File: config.mk
export PLATFORM = sky130hd
export DESIGN_NAME = cgra_im_loader
export DESIGN_NICKNAME = d
export VERILOG_FILES = /design/src/rtl/cgra_im_loader_pkg.sv /design/src/rtl/cgra_im_loader_hdr.sv /design/src/rtl/cgra_im_loader.sv
export SDC_FILE = /design/constraint.sdc
export NUM_CORES = 1
export LEC_CHECK = 0
export CELL_PAD_IN_SITES_DETAIL_PLACEMENT = 0
export CELL_PAD_IN_SITES_GLOBAL_PLACEMENT = 1
export CORE_ASPECT_RATIO = 1.25
export CORE_UTILIZATION = 37
export CTS_CLUSTER_SIZE = 20
export DETAILED_ROUTE_END_ITERATION = 16
export PLACE_DENSITY = 0.72
export SYNTH_ARGS = -nofsm -noshare
export SYNTH_HDL_FRONTEND = slang
export SYNTH_SLANG_ARGS = --single-unit
File: constraint.sdc
create_clock -name iClk -period 1.95 [get_ports iClk]
set_input_delay 0.195 -clock iClk [delete_from_list [all_inputs] [get_ports iClk]]
set_output_delay 0.195 -clock iClk [all_outputs]
set_load 0.05 [all_outputs]
File: src/rtl/cgra_im_loader_pkg.sv
// Shared definitions for the instruction-memory loader: FSM encodings and
// header field positions inside a stream word.
package cgra_im_loader_pkg;

  typedef enum logic [2:0] {
    ST_IDLE    = 3'd0,
    ST_ID_DATA = 3'd1,
    ST_IMM_LO  = 3'd2,
    ST_IMM_HI  = 3'd3,
    ST_DRAIN   = 3'd4
  } ld_state_e;

  // Header word layout; the start address occupies the low address bits.
  localparam int UNIT_MSB  = 31;
  localparam int UNIT_LSB  = 28;
  localparam int COUNT_MSB = 27;
  localparam int COUNT_LSB = 16;

  localparam int UNIT_W = UNIT_MSB - UNIT_LSB + 1;
  localparam int CNT_W  = COUNT_MSB - COUNT_LSB + 1;

endpackage

File: src/rtl/cgra_im_loader_hdr.sv
// Combinational header decoder: splits a header word into its fields and
// classifies the target unit as ID memory, IMM memory or nonexistent.
module cgra_im_loader_hdr
  import cgra_im_loader_pkg::*;
#(
  parameter int AW      = 8,
  parameter int NUM_ID  = 9,
  parameter int NUM_IMM = 3
) (
  input  logic [31:0]       data_i,
  output logic [UNIT_W-1:0] unit_o,
  output logic [CNT_W-1:0]  count_o,
  output logic [AW-1:0]     start_o,
  output logic              is_id_o,
  output logic              is_imm_o,
  output logic              bad_unit_o
);

  // One extra bit so NUM_ID+NUM_IMM == 16 still fits.
  localparam logic [UNIT_W:0] N_ID  = (UNIT_W+1)'(NUM_ID);
  localparam logic [UNIT_W:0] N_ALL = (UNIT_W+1)'(NUM_ID + NUM_IMM);

  logic [UNIT_W:0] unit_x;
  logic            unused_hdr_bits;

  assign unit_o  = data_i[UNIT_MSB:UNIT_LSB];
  assign count_o = data_i[COUNT_MSB:COUNT_LSB];
  assign start_o = data_i[AW-1:0];
  assign unit_x  = {1'b0, unit_o};

  assign is_id_o    = unit_x < N_ID;
  assign bad_unit_o = unit_x >= N_ALL;
  assign is_imm_o   = !is_id_o && !bad_unit_o;

  // Bits between the start address and the count field carry no meaning.
  assign unused_hdr_bits = ^data_i[COUNT_LSB-1:AW];

endmodule

File: src/rtl/cgra_im_loader.sv
// Streams instruction words into the CGRA's ID/IMM instruction memories.
// A header word selects a unit, a start address and an instruction count;
// payload beats follow (one per ID instruction, two per IMM instruction).
module cgra_im_loader
  import cgra_im_loader_pkg::*;
#(
  parameter int D_WIDTH           = 32,
  parameter int I_WIDTH           = 12,
  parameter int I_IMM_WIDTH       = 33,
  parameter int IM_MEM_ADDR_WIDTH = 8,
  parameter int NUM_ID            = 9,
  parameter int NUM_IMM           = 3
) (
  input  logic                         iClk,
  input  logic                         iReset_n,
  input  logic                         iValid,
  input  logic [D_WIDTH-1:0]           iData,
  output logic                         oReady,
  output logic [NUM_IMM+NUM_ID-1:0]    oIM_WriteEnable,
  output logic [IM_MEM_ADDR_WIDTH-1:0] oIM_WriteAddress,
  output logic [I_WIDTH-1:0]           oIM_WriteData,
  output logic [I_IMM_WIDTH-1:0]       oIM_WriteData_IMM,
  output logic                         oBusy,
  output logic                         oDone,
  output logic                         oError
);

  localparam int NW   = NUM_ID + NUM_IMM;
  localparam int AW   = IM_MEM_ADDR_WIDTH;
  localparam int HI_W = I_IMM_WIDTH - D_WIDTH;

  localparam logic [NW-1:0]    WE_ONE  = NW'(1);
  localparam logic [AW-1:0]    ADDR_ONE = AW'(1);
  localparam logic [CNT_W-1:0] CNT_ONE = CNT_W'(1);

  ld_state_e         state_q, state_d;
  logic [CNT_W-1:0]  rem_q, rem_d;
  logic [AW-1:0]     addr_q, addr_d;
  logic [UNIT_W-1:0] unit_q, unit_d;
  logic [D_WIDTH-1:0] lo_q, lo_d;
  logic              err_q, err_d;
  logic              done_q, done_d;
  logic [NW-1:0]     we_q, we_d;
  logic [AW-1:0]     waddr_q, waddr_d;
  logic [I_WIDTH-1:0] wdata_q, wdata_d;
  logic [I_IMM_WIDTH-1:0] wimm_q, wimm_d;

  logic [UNIT_W-1:0] hdr_unit;
  logic [CNT_W-1:0]  hdr_count;
  logic [AW-1:0]     hdr_start;
  logic              hdr_is_id, hdr_is_imm, hdr_bad;
  logic              beat;

  cgra_im_loader_hdr #(
    .AW     (AW),
    .NUM_ID (NUM_ID),
    .NUM_IMM(NUM_IMM)
  ) u_hdr (
    .data_i    (iData[31:0]),
    .unit_o    (hdr_unit),
    .count_o   (hdr_count),
    .start_o   (hdr_start),
    .is_id_o   (hdr_is_id),
    .is_imm_o  (hdr_is_imm),
    .bad_unit_o(hdr_bad)
  );

  // Always ready outside reset, so the stream never backs up.
  assign oReady = iReset_n;
  assign beat   = iValid && oReady;

  assign oIM_WriteEnable   = we_q;
  assign oIM_WriteAddress  = waddr_q;
  assign oIM_WriteData     = wdata_q;
  assign oIM_WriteData_IMM = wimm_q;
  assign oBusy             = state_q != ST_IDLE;
  assign oDone             = done_q;
  assign oError            = err_q;

  // Next-state and registered-output logic; nothing moves without a beat.
  always_comb begin
    state_d = state_q;
    rem_d   = rem_q;
    addr_d  = addr_q;
    unit_d  = unit_q;
    lo_d    = lo_q;
    err_d   = err_q;
    done_d  = 1'b0;
    we_d    = '0;
    waddr_d = waddr_q;
    wdata_d = wdata_q;
    wimm_d  = wimm_q;
    if (beat) begin
      unique case (state_q)
        ST_IDLE: begin
          unit_d = hdr_unit;
          rem_d  = hdr_count;
          addr_d = hdr_start;
          // Every header re-evaluates the flag, so a good one clears it.
          err_d  = hdr_bad;
          if (hdr_count == '0) done_d = 1'b1;
          else if (hdr_bad)    state_d = ST_DRAIN;
          else if (hdr_is_id)  state_d = ST_ID_DATA;
          else if (hdr_is_imm) state_d = ST_IMM_LO;
        end
        ST_ID_DATA: begin
          we_d    = WE_ONE << unit_q;
          waddr_d = addr_q;
          wdata_d = iData[I_WIDTH-1:0];
          addr_d  = addr_q + ADDR_ONE;
          rem_d   = rem_q - CNT_ONE;
          if (rem_q == CNT_ONE) begin
            state_d = ST_IDLE;
            done_d  = 1'b1;
          end
        end
        ST_IMM_LO: begin
          lo_d    = iData;
          state_d = ST_IMM_HI;
        end
        ST_IMM_HI: begin
          we_d    = WE_ONE << unit_q;
          waddr_d = addr_q;
          wimm_d  = {iData[HI_W-1:0], lo_q};
          addr_d  = addr_q + ADDR_ONE;
          rem_d   = rem_q - CNT_ONE;
          if (rem_q == CNT_ONE) begin
            state_d = ST_IDLE;
            done_d  = 1'b1;
          end else begin
            state_d = ST_IMM_LO;
          end
        end
        ST_DRAIN: begin
          rem_d = rem_q - CNT_ONE;
          if (rem_q == CNT_ONE) begin
            state_d = ST_IDLE;
            done_d  = 1'b1;
          end
        end
        default: state_d = ST_IDLE;
      endcase
    end
  end

  // State and output registers; reset abandons any block in flight.
  always_ff @(posedge iClk or negedge iReset_n) begin
    if (!iReset_n) begin
      state_q <= ST_IDLE;
      rem_q   <= '0;
      addr_q  <= '0;
      unit_q  <= '0;
      lo_q    <= '0;
      err_q   <= 1'b0;
      done_q  <= 1'b0;
      we_q    <= '0;
      waddr_q <= '0;
      wdata_q <= '0;
      wimm_q  <= '0;
    end else begin
      state_q <= state_d;
      rem_q   <= rem_d;
      addr_q  <= addr_d;
      unit_q  <= unit_d;
      lo_q    <= lo_d;
      err_q   <= err_d;
      done_q  <= done_d;
      we_q    <= we_d;
      waddr_q <= waddr_d;
      wdata_q <= wdata_d;
      wimm_q  <= wimm_d;
    end
  end

endmodule

=== After elaboration in Yosys (flattened, before gate mapping) ===
Cells that the tools add are included.

* Bits in registers: 126
* Input bits: 35
* Output and inout port bits: 69

* Add/sub/neg operators: 2
* Magnitude comparators: 2
* Eq/ne operators: 8
* Shift operators: 1
* Muxes and demuxes: 15
* Reduce and logical (&&, ||, !) cells: 20

{| class="wikitable"
|+ Operators with widths
! cell !! count
|-
| two-way mux 12 bit || 2
|-
| case mux 12 bit (2 select lines) || 1
|-
| case mux 8 bit (2 select lines) || 1
|-
| two-way mux 3 bit || 5
|-
| AND reduction 2 bit || 7
|-
| == test 12 x 1 -> 1 bit, second input constant || 1
|-
| zero test 12 bit || 1
|-
| case mux 3 bit (4 select lines) || 1
|-
| left shift 1 x 4 -> 12 bit, first input constant || 1
|-
| subtractor 12 x 1 -> 12 bit, second input constant || 1
|-
| adder 8 x 1 -> 8 bit, second input constant || 1
|-
| == test 3 x 2 -> 1 bit, second input constant || 2
|-
| greater-or-equal comparator 4 bit, second input constant || 1
|-
| less-than comparator 4 bit, second input constant || 1
|-
| inequality test 4 x 3 -> 1 bit, second input constant || 1
|-
| AND reduction 4 bit || 1
|-
| nonzero test 2 bit || 2
|-
| OR reduction 2 bit || 2
|-
| == test 3 x 1 -> 1 bit, second input constant || 1
|-
| == test 3 bit, second input constant || 1
|-
| zero test 3 bit || 1
|-
| two-way mux 1 bit || 3
|-
| nonzero test 3 bit || 1
|-
| OR reduction 3 bit || 1
|-
| other kinds (6) || 8
|}

=== Logic depth before layout (Yosys ltp) ===
Gate-level depths: netlist (run 1).

* Depth after elaboration: 8
* Mapped depth: 8
* Gate-level depth less buffers: 6

=== Modules after synthesis ===
Synthesis (run 1) repeated with hierarchy kept, for this count alone.

* Cell total of the unflattened synthesis: 439
* Area total of the unflattened synthesis: 5,520.3 um^2

{| class="wikitable"
|+ By module, submodules not included
! module !! times used !! cells each !! area each (um^2) !! seq. area each (um^2)
|-
| cgra_im_loader || 1 || 411 || 5,303.8 || 3,153.0
|-
| cgra_im_loader_hdr || 1 || 28 || 216.5 || 0.0
|}

=== Worst setup path after synthesis (run 1) ===
Ideal clock, no wire load.

* Path kind: reg2reg
* Start: reg rem_q[0]
* End: reg rem_q[10]
* Setup time: 0.070 ns
* Data arrival time: 2.075 ns
* Required time: 1.880 ns
* Path slack: -0.195 ns
* Cell stages (with the launch flop): 8
* Buffers on the path: 1
* Clock period less this slack: 2.145 ns
* Path through: dfrtp_1 > inv_1 > ha_1 > or4b_1 > clkbuf_2 > or4_1 > or4_1 > nand3_1

* Longest elaborated chain between the ends: 2

{| class="wikitable"
|+ Ends and longest elaborated chain
! what !! line !! source
|-
| start, declared || cgra_im_loader.sv:37 || <nowiki>logic [CNT_W-1:0] rem_q, rem_d;</nowiki>
|-
| start signal, assigned || cgra_im_loader.sv:162 || <nowiki>rem_q <= rem_d;</nowiki>
|-
| subtractor 12 x 1 -> 12 bit || cgra_im_loader.sv:111, cgra_im_loader.sv:126, cgra_im_loader.sv:135 ||
|-
| case mux 12 bit (2 select lines) || cgra_im_loader.sv:94 || <nowiki>unique case (state_q)</nowiki>
|}

No other way between the ends.
A chain may end at the register's enable or synchronous reset.

=== Worst setup path in the final report (run 1) ===
Ends and elaborated chain as after synthesis.

==> results.sh, run 1 <==
export IMPL_status="complete, but fails checks"
export IMPL_violations_in_the_final_reports="setup timing"
export IMPL_ctsRootBufferMaster="sky130_fd_sc_hd__clkbuf_16"
export IMPL_global_route_usage_over_all_layers_pct=18.37
export IMPL_startpoint="rem_q[0]$_DFFE_PN0P_"
export IMPL_worst_path_top_cell_family_by_delay="simple AND/OR/NAND/NOR gates"
export IMPL_final_nets=614
export IMPL_cp_start_kind="register"
export IMPL_max_slew_margin_rel_pct=58.21
export IMPL_critical_path_buf_inv_count=1
export IMPL_cp_data_required_time_ps=2290
export IMPL_crit_chain="inv_2 -> ha_4 -> or4b_4 -> or4_4 -> or4_1 -> nand3_1"
export IMPL_synth_compound_area_share_pct=8.988
export IMPL_min_delay_worst_endpoint="lo_q[15]$_DFFE_PN0P_"
export IMPL_vias_in_the_first_global_route=4049
export IMPL_rsz_0062_raised_after_global_routing="true"
export IMPL_remaining_drc_errors=0
export IMPL_wire_per_inst_um=16.12
export IMPL_regToRegStartpoint="rem_q[0]$_DFFE_PN0P_"
export IMPL_pwr_share_comb_pct=36.6
export IMPL_placement_io_buffers=103
export IMPL_timing_critical_path_slowest_cell_delay_ps=450
export IMPL_hold_viol_final=0
export IMPL_critical_path_reg2reg_endpoint="rem_q[10]$_DFFE_PN0P_"
export IMPL_synth_top_family_by_area="multiplexers"
export IMPL_final_max_slew_violation_count=0
export IMPL_critPathMaxFanout=2
export IMPL_seq_power_share_pct=34.4
export IMPL_floorplan_core_area_um2=13870
export IMPL_setup_viol=1
export IMPL_final_setup_skew_ps=8.355
export IMPL_syn2layout_area_growth_pct=40.06
export IMPL_via_per_inst=5.183
export IMPL_post_dp_hpwl_mm=8.666
export IMPL_setup_tns_ps=-75.16
export IMPL_worstMarginPinSlew_ps=626.8
export IMPL_worst_slack_ps=-75.16
export IMPL_fp_dieH_um=135.9
export IMPL_synth_net_count=472
export IMPL_pin_count=104
export IMPL_internal_pwr_total_mw=7.313
export IMPL_antenna_diode_count=0
export IMPL_synth_ff_latch_count=126
export IMPL_num_rows=48
export IMPL_grt_first_pass_wirelength_mm=20.64
export IMPL_clk_latency_ps=410
export IMPL_post_route_cells_drive_above_1_share_pct=27.33
export IMPL_path_class="register to register"
export IMPL_vdd_ir_drop_max_mv=0.7597
export IMPL_die_area_um2=14820
export IMPL_cap_viol_max_count=0
export IMPL_synth_simple_area_share_pct=11.21
export IMPL_synth_xor_xnor_area_share_pct=0
export IMPL_start_util_pct=38.23
export IMPL_globalplace_congestion=0.8245
export IMPL_leakage_power_total_nw=3.248
export IMPL_cts_made_buffers=17
export IMPL_power_clock_fraction_pct=29.0
export IMPL_setup_worst_path_end_class="register"
export IMPL_synth_yosys_warnings=0
export IMPL_yosys_area_share_adder_pct=0.7077
export IMPL_async_reset_ff_share_pct=100.0
export IMPL_netSwitchingPower_mw=4.184
export IMPL_tritoncts="yes"
export IMPL_clock_sink_count=126
export IMPL_synth_cell_area_um2=5304
export IMPL_muxShareOfSynthArea_pct=16.89
export IMPL_h_tree_levels=4
export IMPL_yosysSeqAreaShare_pct=59.45
export IMPL_hold_path_cell_count=2
export IMPL_min_period_over_period_pct=103.9
export IMPL_power_density_nw_per_um2=1548
export IMPL_netSwitchingFraction_pct=36.39
export IMPL_finalPower_mw=11.50
export IMPL_grt_antenna_before_repair=0
export IMPL_overflow=0
export IMPL_antenna_nets_post_route=0
export IMPL_drt_wl_total_mm=12.31
export IMPL_detailroute_via_count=3960
export IMPL_min_path_type="input port to register"
export IMPL_syn_inst=434
export IMPL_yosysUniqueCellTypes=53
export IMPL_slowest_stage="sky130_fd_sc_hd__or4b_4"
export IMPL_r2r_slack_ps=-80
export IMPL_rr_worst_depth=6
export IMPL_synth_flop_cell="sky130_fd_sc_hd__dfrtp_1"
export IMPL_drt_iter0_markers=157
export IMPL_drt_pre_antenna_iters=4
export IMPL_fin_crit_ps=2025
export IMPL_arrival_ps=2370
export IMPL_clk_transition_reported_paths_ps=60
export IMPL_pin_count_of_the_biggest_net_entering_global_routing=50
export IMPL_max_freq_ghz=0.4938
export IMPL_die_width_um=109.1
export IMPL_synth_edff_count=0
export IMPL_min_delay_start="iData[15]"
export IMPL_final_util_pct=53.54
export IMPL_cts_root_to_sink_buffers=2
export IMPL_synth_area_per_cell_um2=12.22
flip-flops by register name, summed over array words and instances, names as in the netlist:
register,cells
addr_q,8
lo_q,32
oDone,1
oError,1
oIM_WriteAddress,8
oIM_WriteData,12
oIM_WriteData_IMM,33
oIM_WriteEnable,12
rem_q,12
state_q,3
unit_q,4
cell type report:
| type | count | area, um2 |
|---|---|---|
| clock buffer | 18 | 439.2 |
| inverter | 7 | 26.28 |
| tap | 175 | 219.0 |
| fill | 1243 | 6445 |
| sequential | 126 | 3153 |
| clock inverter | 14 | 192.7 |
| multi-input combinational | 279 | 2032 |
| timing repair buffer | 145 | 1366 |
cells by family after synthesis:
family / count (synthesis)
muxes: 80
AOI/OAI and AO/OA: 70
adders and majority gates: 3
DFF: 126
and+or+nand+nor: 126
buffers and inverters: 29
cells in the mapped netlist, types with 2 or more instances:
cell                          n  area [um2]
sky130_fd_sc_hd__o2bb2a_1     3       30.03
sky130_fd_sc_hd__nand2b_1     4       25.02
sky130_fd_sc_hd__nor2_1      20       75.07
sky130_fd_sc_hd__a21oi_1     10       50.05
sky130_fd_sc_hd__nor4_1       6       37.54
sky130_fd_sc_hd__buf_4        3       22.52
sky130_fd_sc_hd__dfrtp_1    126        3153
sky130_fd_sc_hd__o2bb2ai_1    2       17.52
sky130_fd_sc_hd__clkbuf_1    12       45.04
sky130_fd_sc_hd__inv_1        7       26.28
sky130_fd_sc_hd__a2bb2oi_1    7       61.31
sky130_fd_sc_hd__o21ai_0     20       100.1
sky130_fd_sc_hd__nand2_1     53       198.9
sky130_fd_sc_hd__a22oi_1      2       15.01
sky130_fd_sc_hd__o22ai_1      6       37.54
sky130_fd_sc_hd__and3_1       3       18.77
sky130_fd_sc_hd__mux2_2      74       833.3
sky130_fd_sc_hd__buf_2        4       20.02
sky130_fd_sc_hd__nor2b_1      3       18.77
sky130_fd_sc_hd__o311ai_0     2       17.52
sky130_fd_sc_hd__nor3_1      10       50.05
sky130_fd_sc_hd__o211ai_1     4       30.03
sky130_fd_sc_hd__mux2i_1      4       40.04
sky130_fd_sc_hd__clkbuf_8     2       27.53
sky130_fd_sc_hd__nand3_1     14       70.07
sky130_fd_sc_hd__mux2_1       2       22.52
sky130_fd_sc_hd__ha_1         3       37.54
sky130_fd_sc_hd__nand4_1      2       12.51
sky130_fd_sc_hd__or4_1        2       15.01
cell usage in the layout, fill, tap and decap left out, drive strengths merged, types with 3 or more instances in the layout:
cell	count
a21oi	10
nor4	6
nand2	53
buf	44
clkbuf	18
ha	3
o21ai	21
nor3	10
nand2b	4
mux2i	4
nand3	14
clkinvlp	3
clkinv	7
nor2b	3
o22ai	6
o211ai	4
mux2	76
nor2	21
and3	3
dfrtp	126
a2bb2oi	7
inv	7
o2bb2a	3
clkdlybuf4s50	100
bufinv	4
worst max path at each step:
stage                                  to  slack (ps)  depth (start not counted)
global route        rem_q[10]$_DFFE_PN0P_        -120                          6
CTS                 rem_q[10]$_DFFE_PN0P_         -70                          6
detailed placement  rem_q[10]$_DFFE_PN0P_        -100                          6
floorplan           rem_q[10]$_DFFE_PN0P_        -190                          7
global placement    rem_q[10]$_DFFE_PN0P_         -60                          6
finish              rem_q[10]$_DFFE_PN0P_         -80                          6
per-layer routing:
metal	up-vias	part of all wire, %	GRT usage, %
li1	1855	-	-
met1	1989	44	23.16
met2	106	49	29.18
met3	10	6.0	5.944
met4	0	1.1	6.982
met5	-	0	0
power by group through the flow:
stage	sequential (mW)	combinational [mW]	clock, mW
2_1_floorplan	5.40	1.17	0
3_3_place_gp	3.94	4.11	0
3_5_place_dp	3.99	4.16	0
4_1_cts	3.96	4.23	3.40
5_1_grt	4.06	4.50	3.53
6_report	3.95	4.21	3.33
worst register-to-register path, stage by stage (launching register included):
cell	delay [ps]
sky130_fd_sc_hd__dfrtp_1	390
sky130_fd_sc_hd__inv_2	80
sky130_fd_sc_hd__ha_4	130
sky130_fd_sc_hd__or4b_4	450
sky130_fd_sc_hd__or4_4	430
sky130_fd_sc_hd__or4_1	400
sky130_fd_sc_hd__nand3_1	70
timing repair:
| item | 4_1_cts | 5_1_grt |
|---|---|---|
| hold buffers | 1 | 0 |
| hold endpoints to repair | 77 | 0 |
| cloned | 0 | 0 |
| setup endpoints to repair | 1 | 2 |
| buffers inserted | 1 | 1 |
| pin swaps | 0 | 1 |
| gates resized for setup | 6 | 1 |
stage by stage:
| stage | cells | worst slack [ps] | area (um2) | hold WS [ps] |
|---|---|---|---|---|
| after global routing | 764 | -123.0 | 7428 | 400.1 |
| after CTS | 763 | -73.25 | 7418 | 386.1 |
| after global placement | 729 | -58.07 | 6749 | 309.6 |
| final | 764 | -75.16 | 7428 | 395.4 |
| after detailed placement | 729 | -98.84 | 6749 | 315.5 |
| after floorplan | 434 | -194.8 | 5304 | -100.6 |
No activity file was read; power rests on OpenSTA's default activity.
==> run 2: changes to the inputs <==
--- a/config.mk
+++ b/config.mk
@@ -5,12 +5,14 @@
 export SDC_FILE = /design/constraint.sdc
 export NUM_CORES = 1
 export LEC_CHECK = 0
+export ABC_CLOCK_PERIOD_IN_PS = 1950
 export CELL_PAD_IN_SITES_DETAIL_PLACEMENT = 0
 export CELL_PAD_IN_SITES_GLOBAL_PLACEMENT = 1
 export CORE_ASPECT_RATIO = 1.25
 export CORE_UTILIZATION = 37
 export CTS_CLUSTER_SIZE = 20
 export DETAILED_ROUTE_END_ITERATION = 16
+export GPL_TIMING_DRIVEN = 0
 export PLACE_DENSITY = 0.72
 export SYNTH_ARGS = -nofsm -noshare
 export SYNTH_HDL_FRONTEND = slang
==> run 2 against run 1 <==
The flow still finishes with violations (setup timing). Clock-buffer cell count grew 2. Combinational power shrank 3%. First-iteration DRC count grew 22%. Hold slack lost 2.8 ps. Global-route usage grew 0.44 points. Clock power grew 2%. Flip-flop and latch count is the same. Largest cell class unchanged. Maximum frequency shrank 6.2%. Core utilization grew 0.26 points. Register-to-register slack lost 130 ps.
==> results.sh, run 2 (synthesis gave the netlist of run 1 again) <==
export IMPL_status="complete, but fails checks"
export IMPL_violations_in_the_final_reports="setup timing"
export IMPL_num_rows=48
export IMPL_start_util_pct=38.23
export IMPL_antenna_diode_count=0
export IMPL_arrival_ps=2510
export IMPL_slowest_stage="sky130_fd_sc_hd__or4_1"
export IMPL_h_tree_levels=4
export IMPL_worstMarginPinSlew_ps=734.1
export IMPL_most_common_cell_after_layout_fill_and_taps_aside="sky130_fd_sc_hd__dfrtp_1"
export IMPL_placement_io_buffers=103
export IMPL_final_nets=605
export IMPL_remaining_drc_errors=0
export IMPL_fp_dieH_um=135.9
export IMPL_global_route_usage_over_all_layers_pct=18.81
export IMPL_critPathMaxFanout=4
export IMPL_setup_viol=1
export IMPL_final_setup_skew_ps=7.968
export IMPL_placed_cells_incl_taps=713
export IMPL_max_freq_ghz=0.4631
export IMPL_multi_input_comb_area_um2=2068
export IMPL_min_path_type="input port to register"
export IMPL_ctsRootBufferMaster="sky130_fd_sc_hd__clkbuf_16"
export IMPL_final_fill_count=1221
export IMPL_drt_iter0_markers=192
export IMPL_vias_in_the_first_global_route=4056
export IMPL_grt_antenna_before_repair=0
export IMPL_fin_crit_ps=2159
export IMPL_rsz_0062_raised_after_global_routing="true"
export IMPL_mostFrequentLayoutCells="sky130_fd_sc_hd__dfrtp_1, sky130_fd_sc_hd__clkdlybuf4s50_1, sky130_fd_sc_hd__mux2_2"
export IMPL_grt_first_pass_wirelength_mm=20.87
export IMPL_largest_register_ffs=33
export IMPL_hold_viol_final=0
export IMPL_detailroute_via_count=3968
export IMPL_drt_wl_total_mm=12.94
export IMPL_pin_count=104
export IMPL_cp_start_kind="register"
export IMPL_max_slew_margin_rel_pct=50.68
export IMPL_min_period_over_period_pct=110.7
export IMPL_cp_data_required_time_ps=2300
export IMPL_setup_worst_path_end_class="register"
export IMPL_timing_critical_path_slowest_cell_delay_ps=530
export IMPL_cap_viol_max_count=0
export IMPL_cts_made_buffers=17
export IMPL_clock_sink_count=126
export IMPL_post_dp_hpwl_mm=8.777
export IMPL_overflow=0
export IMPL_post_route_cells_drive_above_1_share_pct=26.72
export IMPL_die_area_um2=14820
export IMPL_cts_root_to_sink_buffers=2
export IMPL_setup_tns_ps=-209.3
export IMPL_globalplace_congestion=0.7827
export IMPL_pin_count_of_the_biggest_net_entering_global_routing=45
export IMPL_power_density_nw_per_um2=1539
export IMPL_path_class="register to register"
export IMPL_crit_chain="inv_2 -> ha_4 -> or4b_4 -> or4_4 -> or4_1 -> nand3_1"
export IMPL_sequential_cell_area_um2=3156
export IMPL_drt_pre_antenna_iters=5
export IMPL_wire_per_inst_um=17.13
export IMPL_clk_transition_reported_paths_ps=60
export IMPL_vdd_ir_drop_max_mv=0.7797
export IMPL_die_width_um=109.1
export IMPL_clk_latency_ps=420
export IMPL_via_per_inst=5.256
export IMPL_leakage_power_total_nw=3.231
export IMPL_floorplan_core_area_um2=13870
export IMPL_antenna_nets_post_route=0
export IMPL_syn2layout_area_growth_pct=40.74
export IMPL_tritoncts="yes"
export IMPL_final_max_slew_violation_count=0
export IMPL_worst_slack_ps=-209.3
export IMPL_stdcell_count=755
==> run 2: cell types whose count changed in the layout (fill, tap and decap cells not counted), sizes merged <==
cell           before  now
clkinv              7    4
clkdlybuf4s15       0    1
clkdlybuf4s50     100  101
buf                44   20
inv                 7    9
bufbuf              0    1
dlygate4sd3         1    3
clkbuf             18   30
clkinvlp            3    2
==> run 2: final cells by class <==
type	count	share of cell area [%]
plain buffers	17	1.492
clock buffers	20	6.118
clock inverters	12	2.464
inverters	7	0.3520
multi-input cells	279	27.71
flip-flops and latches	126	42.27
well taps	175	2.933
repair buffers	119	16.66
==> run 2: per-stage QoR <==
step                hold slack, ps  worst slack [ps]  utilization (%)  area [um2]  power [mW]
finish                       392.5            -209.3            53.81        7465       11.49
floorplan                   -100.6            -194.8                -        5304       6.575
global route                 402.3            -259.8            53.81        7465       12.01
detailed placement           149.6            -847.1            47.45        6583       8.001
global placement             460.6             -5457            47.24        6554       7.895
CTS                          380.9            -203.3            53.71        7451       11.57
==> run 2: final timing paths <==
kind / from / to / slack (ps) / depth (start not counted)
setup / recovery: rem_q[0]$_DFFE_PN0P_ / rem_q[10]$_DFFE_PN0P_ / -210 / 6
hold / removal: iData[14] / lo_q[14]$_DFFE_PN0P_ / 390 / 2
setup reg to reg: rem_q[0]$_DFFE_PN0P_ / rem_q[10]$_DFFE_PN0P_ / -210 / 6
hold reg to reg: oIM_WriteAddress[2]$_DFFE_PN0P_ / oIM_WriteAddress[2]$_DFFE_PN0P_ / 480 / 2
max in group asynchronous: iReset_n / state_q[2]$_DFFE_PN0P_ / 1190 / 4
min in group asynchronous: iReset_n / lo_q[5]$_DFFE_PN0P_ / 490 / 4
==> run 2: what timing repair did <==
action | 4_1_cts | 5_1_grt
endpoints found under the hold margin | 44 | 0
resized for setup | 22 | 15
hold buffers | 6 | 0
cloned | 1 | 0
pin swaps | 1 | 2
endpoints found under the setup margin | 93 | 53
buffers inserted | 7 | 1
==> run 2: metal layers <==
metal	up-vias	track usage, %	wire length (um)
li1	1836	-	-
met1	1975	23.91	5611
met2	135	29.14	6134
met3	22	6.040	904
met4	0	8.333	286
met5	-	0	0
==> run 2: worst max-delay path, delay by kind of cell, from the launching register on <==
kind                       cells  cell delay, ps
and+or+nand+nor                4            1510
DFF                            1             390
adders and majority gates      1             140
buffers and inverters          1              70
==> run 2: power by group <==
| part | switching (mW) | internal (mW) |
|---|---|---|
| Sequential | 0.554 | 3.43 |
| Combinational | 2.48 | 1.62 |
| Clock | 1.19 | 2.22 |
